## config.mk

```make
export PLATFORM = sky130hd
export DESIGN_NAME = sm_sync_merge_arb
export DESIGN_NICKNAME = d
export VERILOG_FILES = /design/src/rtl/sm_pkg.sv /design/src/rtl/sm_sat_counter.sv /design/src/rtl/sm_sync_merge_arb.sv
export SDC_FILE = /design/constraint.sdc
export NUM_CORES = 1
export LEC_CHECK = 0
export BUFFER_PORTS_ARGS = -buffer_cell sky130_fd_sc_hd__buf_4
export CAP_MARGIN = 20
export CORE_MARGIN = 1.5
export CORE_UTILIZATION = 35
export DETAILED_ROUTE_END_ITERATION = 16
export GPL_ROUTABILITY_DRIVEN = 0
export RECOVER_POWER = 25
export SLEW_MARGIN = 20
export SYNTH_ARGS = -nofsm -noshare
export SYNTH_HDL_FRONTEND = slang
export SYNTH_SLANG_ARGS = --single-unit
```

## constraint.sdc

```tcl
create_clock -name clk -period 2.48 [get_ports clk]
set_input_delay 0.496 -clock clk [delete_from_list [all_inputs] [get_ports clk]]
set_output_delay 0.496 -clock clk [all_outputs]
set_load 0.01 [all_outputs]
```

## src/rtl/sm_pkg.sv

```systemverilog
// Shared types and field widths for the SB/FC1 -> TC0 merge arbiter.
//   NODE_W/GEN_W/OPR_W/WEN_W : token field widths
//   sm_tok_t                 : merged token as held in the output stage
//   arb_state_t              : arbiter priority state
//   SRC_SB/SRC_FC1           : encoding of src_o
package sm_pkg;
  localparam int NODE_W = 16;
  localparam int GEN_W  = 12;
  localparam int OPR_W  = 32;
  localparam int WEN_W  = 2;

  typedef struct packed {
    logic [NODE_W-1:0] node;
    logic [GEN_W-1:0]  gen;
    logic [OPR_W-1:0]  opr0;
    logic [OPR_W-1:0]  opr1;
    logic [WEN_W-1:0]  mem_wen;
  } sm_tok_t;

  typedef enum logic {PRI_FC1 = 1'b0, PRI_SB = 1'b1} arb_state_t;

  localparam logic SRC_SB  = 1'b0;
  localparam logic SRC_FC1 = 1'b1;
endpackage

```

## src/rtl/sm_sat_counter.sv

```systemverilog
// Saturating up-counter used for per-source accept statistics.
//   clk, rst : clock, async active-low reset
//   i_inc    : count one event this cycle
//   i_clr    : synchronous clear, takes precedence over i_inc
//   o_cnt    : current count, sticks at all-ones
module sm_sat_counter #(
  parameter int CNT_W = 16
) (
  input  logic             clk,
  input  logic             rst,
  input  logic             i_inc,
  input  logic             i_clr,
  output logic [CNT_W-1:0] o_cnt
);
  logic [CNT_W-1:0] r_cnt;

  always_ff @(posedge clk or negedge rst) begin
    if (!rst)                       r_cnt <= '0;
    else if (i_clr)                 r_cnt <= '0;
    else if (i_inc && (r_cnt != '1)) r_cnt <= r_cnt + CNT_W'(1);
  end

  assign o_cnt = r_cnt;
endmodule

```

## src/rtl/sm_sync_merge_arb.sv

```systemverilog
// Merges switch-buffer (SB) and IFIFO (FC1) tokens into one registered stream to TC0.
// FC1 normally has priority; after MAX_WAIT consecutive contention losses SB is promoted
// until it gets one token through. The output stage is a single valid/ready register.
//   clk, rst                 : clock, async active-low reset
//   en, cnt_clr              : grant enable, counter clear
//   sb_*  / *_sb_i           : SB token in, sb_ready = accepted this cycle
//   fc1_* / *_fc1_i          : FC1 token in, fc1_ready = accepted this cycle
//   o_valid/o_ready, *_o     : merged token out, src_o = origin (0 SB, 1 FC1)
//   pri_sb_o                 : arbiter currently favours SB
//   cnt_sb_o, cnt_fc1_o      : saturating accept counters
module sm_sync_merge_arb
  import sm_pkg::*;
#(
  parameter int MAX_WAIT = 4,
  parameter int CNT_W    = 16
) (
  input  logic              clk,
  input  logic              rst,
  input  logic              en,
  input  logic              cnt_clr,
  input  logic              sb_valid,
  output logic              sb_ready,
  input  logic [NODE_W-1:0] node_sb_i,
  input  logic [GEN_W-1:0]  gen_sb_i,
  input  logic [OPR_W-1:0]  opr_sb_i,
  input  logic [WEN_W-1:0]  mem_wen_sb_i,
  input  logic              fc1_valid,
  output logic              fc1_ready,
  input  logic [NODE_W-1:0] node_fc1_i,
  input  logic [GEN_W-1:0]  gen_fc1_i,
  input  logic [OPR_W-1:0]  opr0_fc1_i,
  input  logic [OPR_W-1:0]  opr1_fc1_i,
  input  logic [WEN_W-1:0]  mem_wen_fc1_i,
  output logic              o_valid,
  input  logic              o_ready,
  output logic [NODE_W-1:0] node_o,
  output logic [GEN_W-1:0]  gen_o,
  output logic [OPR_W-1:0]  opr0_o,
  output logic [OPR_W-1:0]  opr1_o,
  output logic [WEN_W-1:0]  mem_wen_o,
  output logic              src_o,
  output logic              pri_sb_o,
  output logic [CNT_W-1:0]  cnt_sb_o,
  output logic [CNT_W-1:0]  cnt_fc1_o
);
  localparam int WAIT_W = $clog2(MAX_WAIT + 1);

  arb_state_t        r_state, w_state_nxt;
  logic [WAIT_W-1:0] r_sb_wait, w_sb_wait_nxt;
  sm_tok_t           r_tok, w_tok_in;
  logic              r_valid, r_src;
  logic              w_load, w_sb_win, w_fc1_win, w_sb_acc, w_fc1_acc;

  // rst in the load term keeps the ready outputs low while reset is held.
  assign w_load    = rst & en & (~r_valid | o_ready);
  assign w_sb_win  = (r_state == PRI_SB) ? sb_valid : (sb_valid & ~fc1_valid);
  assign w_fc1_win = fc1_valid & ~w_sb_win;
  assign w_sb_acc  = w_load & w_sb_win;
  assign w_fc1_acc = w_load & w_fc1_win;
  assign sb_ready  = w_sb_acc;
  assign fc1_ready = w_fc1_acc;

  // Arbiter state. Everything frozen while en=0.
  always_comb begin
    w_state_nxt   = r_state;
    w_sb_wait_nxt = r_sb_wait;
    if (en) begin
      if (w_sb_acc || !sb_valid) begin
        w_sb_wait_nxt = '0;
        if (w_sb_acc) w_state_nxt = PRI_FC1;
      end else if ((r_state == PRI_FC1) && w_fc1_acc) begin
        // sb_valid is high here, so this FC1 grant is an SB contention loss
        w_sb_wait_nxt = r_sb_wait + WAIT_W'(1);
        if (w_sb_wait_nxt == WAIT_W'(MAX_WAIT)) w_state_nxt = PRI_SB;
      end
    end
  end

  always_ff @(posedge clk or negedge rst) begin
    if (!rst) begin
      r_state   <= PRI_FC1;
      r_sb_wait <= '0;
    end else begin
      r_state   <= w_state_nxt;
      r_sb_wait <= w_sb_wait_nxt;
    end
  end

  always_comb begin
    if (w_fc1_win)
      w_tok_in = '{node: node_fc1_i, gen: gen_fc1_i, opr0: opr0_fc1_i,
                   opr1: opr1_fc1_i, mem_wen: mem_wen_fc1_i};
    else
      w_tok_in = '{node: node_sb_i, gen: gen_sb_i, opr0: opr_sb_i,
                   opr1: '0, mem_wen: mem_wen_sb_i};
  end

  // Output stage: load on accept, otherwise drop valid once TC0 takes the token.
  // o_ready also drains a pending token while en=0.
  always_ff @(posedge clk or negedge rst) begin
    if (!rst) begin
      r_valid <= 1'b0;
      r_tok   <= '0;
      r_src   <= SRC_SB;
    end else if (w_sb_acc || w_fc1_acc) begin
      r_valid <= 1'b1;
      r_tok   <= w_tok_in;
      r_src   <= w_fc1_acc ? SRC_FC1 : SRC_SB;
    end else if (o_ready) begin
      r_valid <= 1'b0;
    end
  end

  assign o_valid   = r_valid;
  assign node_o    = r_tok.node;
  assign gen_o     = r_tok.gen;
  assign opr0_o    = r_tok.opr0;
  assign opr1_o    = r_tok.opr1;
  assign mem_wen_o = r_tok.mem_wen;
  assign src_o     = r_src;
  assign pri_sb_o  = (r_state == PRI_SB);

  sm_sat_counter #(.CNT_W(CNT_W)) u_cnt_sb (
    .clk(clk), .rst(rst), .i_inc(w_sb_acc), .i_clr(cnt_clr), .o_cnt(cnt_sb_o)
  );

  sm_sat_counter #(.CNT_W(CNT_W)) u_cnt_fc1 (
    .clk(clk), .rst(rst), .i_inc(w_fc1_acc), .i_clr(cnt_clr), .o_cnt(cnt_fc1_o)
  );
endmodule
```

; ---- Word level (Yosys, flattened, before mapping)
; Cells that the tools add are included.
[totals]
regBits = 132
latch_bits = 0
mem_bits_rw = 0
rom_bits = 0
input_bits = 163
out_inout_bits = 131
elab_cells = 57
n_memories = 0
[classes]
n_addsub = 3
multipliers = 0
n_div = 0
n_lt_le_gt_ge = 0
n_eq_ne = 4
shift = 0
mux = 15
bitwise_logic = 11
reduce_logical = 13
[ops]
columns = cell, n
row1 = 94-bit two-way mux, 1
row2 = 16-bit two-way mux, 4
row3 = 16-bit by 1-bit adder with 16-bit output (second input constant), 2
row4 = 16-bit inequality test (second input constant), 2
row5 = 2-bit nonzero test, 5
row6 = 1-bit two-way mux, 8
row7 = 1-bit AND, 6
row8 = 3-bit two-way mux, 2
row9 = 1-bit NOT, 4
row10 = 4-bit AND reduction, 1
row11 = 3-bit by 1-bit adder with 3-bit output (second input constant), 1
row12 = 3-bit == test (second input constant), 1
row13 = 1-bit logical AND, 3
row14 = 1-bit logical OR, 2
row15 = 2-bit by 1-bit inequality test with 1-bit output (second input constant), 1
row16 = 2-bit AND reduction, 1
row17 = 1-bit zero test, 1
row18 = 1-bit bitwise OR, 1

; ---- Logic depth before layout (Yosys ltp)
; Gate-level depths: netlist of the first run.
[depth]
ltp_word = 9
mapped_depth = 8
mapped_depth_nobuf = 6

; ---- By module
; Synthesis of the first run repeated with hierarchy kept, for this count alone.
[unflattened]
hier_cells = 685
hier_area_um2 = 6849.1
[by_module_without_submodules]
columns = mod, n_inst, cells_each, area_each_um2, seq_area_each_um2
row1 = sm_sync_merge_arb, 1, 489, 4964.8, 2502.4
row2 = sm_sat_counter, 2, 98, 942.2, 400.4

; ---- Least setup slack after synthesis of the first run
; OpenSTA, ideal clock, no wires.
[synth_path]
kind = input to register
start = input port fc1_valid
end = register u_cnt_fc1.r_cnt[13], in the netlist u_cnt_fc1.o_cnt[13]
setup_time_ns = 0.078
t_arrival_ns = 1.871
path_slack_ns = 0.531
stages = 6
cell_sequence = a21boi_1 > buf_4 > nand3_4 > or3_1 > or4_1 > a21oi_1
[synth_via]
elab_chain_cells = 8
[synth_lines]
columns = element, line_no
row1 = "start, declared", sm_sync_merge_arb.sv:27  ; input logic fc1_valid,
row2 = 1-bit NOT, sm_sync_merge_arb.sv:56  ; assign w_sb_win = (r_state == PRI_SB) ? sb_valid : (sb_valid & ~fc1_valid);
row3 = 1-bit AND, sm_sync_merge_arb.sv:56
row4 = 1-bit two-way mux, sm_sync_merge_arb.sv:56
row5 = 1-bit NOT, sm_sync_merge_arb.sv:57  ; assign w_fc1_win = fc1_valid & ~w_sb_win;
row6 = 1-bit AND *, sm_sync_merge_arb.sv:57
row7 = 1-bit AND *, sm_sync_merge_arb.sv:59  ; assign w_fc1_acc = w_load & w_fc1_win;
row8 = 1-bit logical AND *, sm_sat_counter.sv:20  ; else if (i_inc && (r_cnt != '1)) r_cnt <= r_cnt + CNT_W'(1);
row9 = 2-bit nonzero test (no source line) *, --
row10 = "end signal, assigned", sm_sat_counter.sv:20
row11 = "end, declared", sm_sat_counter.sv:15  ; logic [CNT_W-1:0] r_cnt;
; Every way passes the cells marked *; elsewhere a longest branch is shown, timed or not.
; A chain may end at the register's enable or synchronous reset.

; ---- Final worst setup path of the first run
[layout_path]
start = register r_state, in the netlist pri_sb_o
end = output port fc1_ready
[layout_via]
elab_chain_cells = 4
[layout_lines]
columns = element, line_no
row1 = "start, declared", sm_sync_merge_arb.sv:48  ; arb_state_t r_state, w_state_nxt;
row2 = "start signal, assigned", sm_sync_merge_arb.sv:84  ; r_state <= w_state_nxt;
row3 = 1-bit two-way mux, sm_sync_merge_arb.sv:56
row4 = 1-bit NOT, sm_sync_merge_arb.sv:57
row5 = 1-bit AND, sm_sync_merge_arb.sv:57
row6 = 1-bit AND, sm_sync_merge_arb.sv:59
row7 = "end, declared", sm_sync_merge_arb.sv:28  ; output logic fc1_ready,
; No other way between the ends.

==> results of run 1 <==
-- cell families (layout without fill, tap and decap cells) --
group | count (synthesis) | in the layout | share of synthesized area
muxes | 62 | 62 | 0.104
DFF | 132 | 132 | 0.553
adders and majority gates | 4 | 4 | 0.00837
buffers and inverters | 41 | 342 | 0.0272
xor gates and xnor gates | 27 | 27 | 0.0396
and+or+nand+nor | 191 | 191 | 0.150
AOI/OAI and AO/OA | 113 | 113 | 0.118
-- layer usage --
layer | share of wire | track usage | up-vias
met3 | 0.082 | 0.0639 | 19
met1 | 0.40 | 0.237 | 2483
met5 | 0 | 0 | -
met2 | 0.50 | 0.338 | 207
met4 | 0.016 | 0.0682 | 0
li1 | - | - | 2589
-- flip-flops by register name (all words and copies together), names as in the netlist --
register and count:
gen_o 12, mem_wen_o 2, node_o 16, o_valid 1, opr0_o 32, opr1_o 32, pri_sb_o 1, r_sb_wait 3
src_o 1, u_cnt_fc1.o_cnt 16, u_cnt_sb.o_cnt 16
-- cells in the mapped netlist --
cell type    n  area (um^2)
nand4_1     10         62.6
and3_1       7         43.8
nand2b_1     2         12.5
nor2_1      32          120
buf_4        1         7.51
and4_1       2         17.5
or2_2        2         12.5
nor2b_1      1         6.26
nor3_1      11         55.1
inv_1        5         18.8
o211ai_1     1         7.51
buf_2        4         20.0
nand2_1     86          323
mux2i_1     62          621
a21oi_1      5         25.0
ha_1         4         50.1
a21boi_1     1         7.51
o21ai_0     57          285
nor4_1      15         93.8
o31ai_1      2         15.0
xnor2_1     26          228
and2_1       2         12.5
o21ai_1     12         60.1
clkbuf_1    24         90.1
nor4_2       1         12.5
xor2_1       1         8.76
or3_1        1         6.26
a22o_1      35          307
dfrtp_1    132         3300
nor3b_1      3         22.5
buf_1        6         22.5
nand3_1     13         65.1
inv_2        1         3.75
or4_1        2         15.0
nand3_4      1         17.5
-- worst register-to-register path: cells and delay by family, from the launching register on --
family | cells | cell delay [ns]
AND/OR/NAND/NOR | 4 | 0.96
flip-flops | 1 | 0.42
adder cells (fa/ha/maj) | 1 | 0.28
buffers and inverters | 1 | 0.17
AO/OA/AOI/OAI | 1 | 0.16
-- area by class of cell --
class | count | area (um^2)
repair buffers | 304 | 2300
multi-input cells | 397 | 2530
fillers | 1483 | 7610
well taps | 220 | 275
clock inverters | 14 | 154
flip-flops and latches | 132 | 3300
clock buffers | 18 | 439
inverters | 6 | 22.5
-- power breakdown --
group	switching (mW)	internal [mW]	total (mW)
Combinational	0.595	0.704	1.30
Sequential	0.174	2.44	2.62
Clock	0.972	1.52	2.49
Total	1.74	4.66	6.40
-- path summary, 6_finish.rpt --
check / cells past startpoint / slack, ns / to / from
setup / recovery: 5 / 0.36 / fc1_ready / pri_sb_o
hold / removal: 2 / 0.30 / opr1_o[18] / opr1_fc1_i[18]
setup reg to reg: 7 / 0.42 / u_cnt_fc1.o_cnt[15] / u_cnt_fc1.o_cnt[0]
hold reg to reg: 2 / 0.48 / opr0_o[29] / opr0_o[29]
max in group asynchronous: 2 / 0.62 / node_o[3] / rst
min in group asynchronous: 2 / 0.76 / u_cnt_sb.o_cnt[12] / rst
-- metrics by stage --
stage / area (um^2) / hold WS (ns)
after floorplan: 5980 / 0.200
after global placement: 8460 / 0.466
after detailed placement: 8460 / 0.471
after CTS: 9050 / 0.236
after global routing: 9030 / 0.288
final: 9030 / 0.304
==> results.json, run 1 <==
{
  "skew_ns": 0.00758,
  "rows": 47,
  "post_synth_num_cell_types": 35,
  "die_area_um2": 17900,
  "syn-num-nets": 737,
  "leakage_nw": 4.55,
  "root_buffer": "clkbuf_16",
  "clk_latency_ns": 0.41,
  "critical_path_class": "reg2out",
  "hpwl_mm": 12.9,
  "grt_use_total": 0.199,
  "hold_viol": 0,
  "status": "finished with violations",
  "worstMarginPinSlew_ns": 1.79,
  "drv_cap": 1,
  "grt_pass1_vias": 5342,
  "critPathMaxStageDelay_ns": 0.45,
  "total_power_mw": 6.40,
  "final_cell_mix": "buf_4, dfrtp_1, nand2_1, mux2i_1, o21ai_0",
  "synth.cell_area_um2": 5980,
  "cp_max_fo": 16,
  "dp.cells": 1059,
  "setup_violations": 0,
  "initial_utilization": 0.359,
  "drive_gt1_frac": 0.393,
  "final_common_cell": "buf_4",
  "critPathCaptureType": "primary output",
  "syn_inst": 570,
  "via_per_inst": 4.86,
  "nets": 1025,
  "n_antenna_cell": 0,
  "fmax_ghz": 0.471,
  "path_delay_family": "flip-flops",
  "cp_cell_sequence": "a21boi_4 -> nand3_4 -> buf_4 -> inv_2 -> buf_4",
  "crit_arrival_ns": 1.63,
  "post-cts-setup-buffer-count": 0,
  "drc": 0,
  "wl_per_cell_um": 16.1,
  "grt_pass1_wl_mm": 27.8,
  "syn2layout_area_growth_pct": 51.1,
  "crit_buf_inv": 3,
  "vias": 5298,
  "cts_buffers": 17,
  "power.density_nw_per_um2": 709,
  "dr.pass1.iters": 4,
  "final_core_util": 0.543,
  "core_um2": 16600,
  "fin_crit_sh": 0.856,
  "drtIter0Drc": 242,
  "cts_resized": 0,
  "io_pins": 294,
  "clk_pin_slew_ns": 0.06,
  "postRouteAntennaNets": 0,
  "post-place-ws_ns": 0.422,
  "grt_max_degree": 133,
  "relSlewSlack": -0.193,
  "crit_required_ns": 1.98,
  "avgSynthCellArea_um2": 10.5,
  "die_h_um": 134,
  "numClockSinks": 132,
  "setup_tns_ns": 0,
  "fin_cells": 1091,
  "slew_viol_final": 133,
  "grt_overflow_total": 0,
  "violations": "max-capacitance violations, max-slew violations",
  "yosysSeqAreaShare": 0.553,
  "die_x_um": 134,
  "clk_path_buf_depth": 2,
  "wl_mm": 17.6,
  "antenna_found_initial": 0,
  "ctsHoldBuffers": 0,
  "portBuffers": 293,
  "cp_common_cell": "buf_4",
  "fin_ws_ns": 0.357,
  "ir_worst_vdd_v": 0.000454,
  "synth-seq-cells": 132,
  "ys_warn_count": 0,
  "period_needed_ns": 2.12,
  "cts_tree": "yes",
  "rsz0062_at_grt": "no",
  "cp_slowest_cell": "dfrtp_1",
  "cp-start-kind": "register",
  "htree_levels": 4,
  "hold_path_class": "in2reg"
}
Note: power is estimated with default switching activity, not from simulation.
==> inputs of run 2 (changes only) <==
--- a/config.mk
+++ b/config.mk
@@ -11,7 +11,10 @@
 export CORE_UTILIZATION = 35
 export DETAILED_ROUTE_END_ITERATION = 16
 export GPL_ROUTABILITY_DRIVEN = 0
+export GPL_TIMING_DRIVEN = 0
+export MAX_ROUTING_LAYER = met4
 export RECOVER_POWER = 25
+export SKIP_LAST_GASP = 1
 export SLEW_MARGIN = 20
 export SYNTH_ARGS = -nofsm -noshare
 export SYNTH_HDL_FRONTEND = slang
==> run 2 against run 1 <==
  * The flow still finishes with violations (max-capacitance violations, max-slew violations)
  * Register-to-register slack worse by 0.11 ns
  * Clock-buffer cell count is 2 higher
  * Clock skew is 0.00058 ns higher
  * Die area stayed put
  * Worst hold slack worse by 0.030 ns
  * Via count is 4.5% higher
  * Cell count is 2.4% higher
  * Design area is 0.47% higher
  * Setup slack worse by 0.18 ns
==> results.json, run 2 (synthesis gave the netlist of run 1 again) <==
{
  "status": "finished with violations",
  "violations": "max-capacitance violations, max-slew violations",
  "initial_utilization": 0.359,
  "io_pins": 294,
  "root_buffer": "clkbuf_16",
  "clk_latency_ns": 0.41,
  "period_needed_ns": 2.31,
  "hpwl_mm": 14.3,
  "crit_arrival_ns": 1.81,
  "grt_overflow_total": 0,
  "cts_buffers": 17,
  "critPathCaptureType": "primary output",
  "rsz0062_at_grt": "no",
  "clk_path_buf_depth": 2,
  "combPwrFrac": 0.205,
  "postRouteAntennaNets": 0,
  "syn2layout_area_growth_pct": 51.8,
  "slew_viol_final": 134,
  "internal_power_mw": 4.68,
  "htree_levels": 4,
  "drv_cap": 2,
  "worstMarginPinSlew_ns": 2.07,
  "fmax_ghz": 0.433,
  "finalInstanceArea_um2": 9070,
  "vias": 5536,
  "cp_max_fo": 15,
  "nets": 1051,
  "die_h_um": 134,
  "hold_path_class": "in2reg",
  "leakage_nw": 4.55,
  "drtIter0Drc": 260,
  "antenna_found_initial": 0,
  "ir_worst_vdd_v": 0.000458,
  "drive_gt1_frac": 0.377,
  "nFillCells": 1501,
  "p_clk_frac": 0.386,
  "sw_frac_of_total": 0.271,
  "dr.pass1.iters": 4,
  "grt_use_total": 0.221,
  "switchingPower_mw": 1.74,
  "post-place-ws_ns": -0.328,
  "crit_required_ns": 1.98,
  "fin_crit_sh": 0.931,
  "grt_max_degree": 91,
  "critical_path_class": "reg2out",
  "wl_mm": 18.7,
  "grt_pass1_wl_mm": 29.6,
  "n_antenna_cell": 0,
  "die_area_um2": 17900,
  "grt_pass1_vias": 5666,
  "wl_per_cell_um": 16.8,
  "cp_slowest_cell": "dfrtp_1",
  "cp_common_cell": "buf_4",
  "portBuffers": 293,
  "critPathMaxStageDelay_ns": 0.41,
  "clk_pin_slew_ns": 0.06,
  "path_delay_family": "buffers and inverters",
  "final_cell_mix": "buf_4, dfrtp_1, nand2_1, mux2i_1, o21ai_0",
  "pwr-share-seq": 0.408,
  "core_um2": 16600,
  "rows": 47,
  "fin_ws_ns": 0.172,
  "cts_tree": "yes",
  "dp.cells": 1084,
  "cp-start-kind": "register",
  "setup_violations": 0,
  "place_area_um2": 8490,
  "crit_buf_inv": 3,
  "numClockSinks": 132,
  "final_common_cell": "buf_4",
  "fin_cells": 1117,
  "relSlewSlack": -0.377,
  "final_core_util": 0.545,
  "cp_cell_sequence": "a21boi_1 -> buf_4 -> nand3_4 -> clkinv_2 -> buf_4",
  "power.density_nw_per_um2": 708,
  "hold_viol": 0,
  "skew_ns": 0.00816,
  "die_x_um": 134,
  "drc": 0,
  "via_per_inst": 4.96
}
[run 2: area by class of cell]
cell class	instances	area [um^2]	share of cell area
buffer	34	138	0.0152
clock buffer	20	457	0.0503
clock inverter	12	128	0.0141
inverter	6	23.8	0.00262
multi-input combinational	397	2520	0.278
sequential	132	3300	0.364
tap	220	275	0.0303
timing repair buffer	296	2230	0.246
[run 2: timing repair]
action | CTS | global route
endpoints found under the setup margin | 2 | 40
gates resized for setup | 0 | 4
pin swaps | 1 | 0
buffers inserted | 1 | 0
endpoints found under the hold margin | 42 | 0
hold buffers | 1 | 0
[run 2: per-stage QoR]
stage / setup TNS, ns / hold WS (ns) / total power [mW]
global placement: -140.63 / 0.466 / 3.96
CTS: 0 / 0.0454 / 6.51
global route: 0 / 0.273 / 6.73
floorplan: 0 / 0.200 / 3.13
finish: 0 / 0.274 / 6.43
detailed placement: -18.09 / 0.408 / 4.00
[run 2: path summary, 6_finish.rpt]
kind	startpoint	to	slack (ns)	depth (start not counted)
max	pri_sb_o	fc1_ready	0.17	5
min	cnt_clr	u_cnt_fc1.o_cnt[15]	0.27	2
max reg2reg	u_cnt_fc1.o_cnt[0]	u_cnt_fc1.o_cnt[13]	0.31	6
min reg2reg	opr0_o[1]	opr0_o[1]	0.48	2
max in group asynchronous	rst	opr1_o[27]	0.46	2
min in group asynchronous	rst	u_cnt_sb.o_cnt[12]	0.78	2
[run 2: metal layers]
layer,GRT usage,share of wire,up-vias
met4,0.0743,0.020,0
met5,-,0,-
met2,0.366,0.50,212
met1,0.262,0.41,2658
li1,-,-,2641
met3,0.0563,0.067,25
[run 2: power groups by stage]
stage	clock (mW)	combinational [mW]	sequential [mW]
finish	2.48	1.32	2.62
global route	2.64	1.43	2.66
CTS	2.54	1.35	2.62
detailed placement	0	1.35	2.65
global placement	0	1.32	2.64
floorplan	0	0.362	2.77
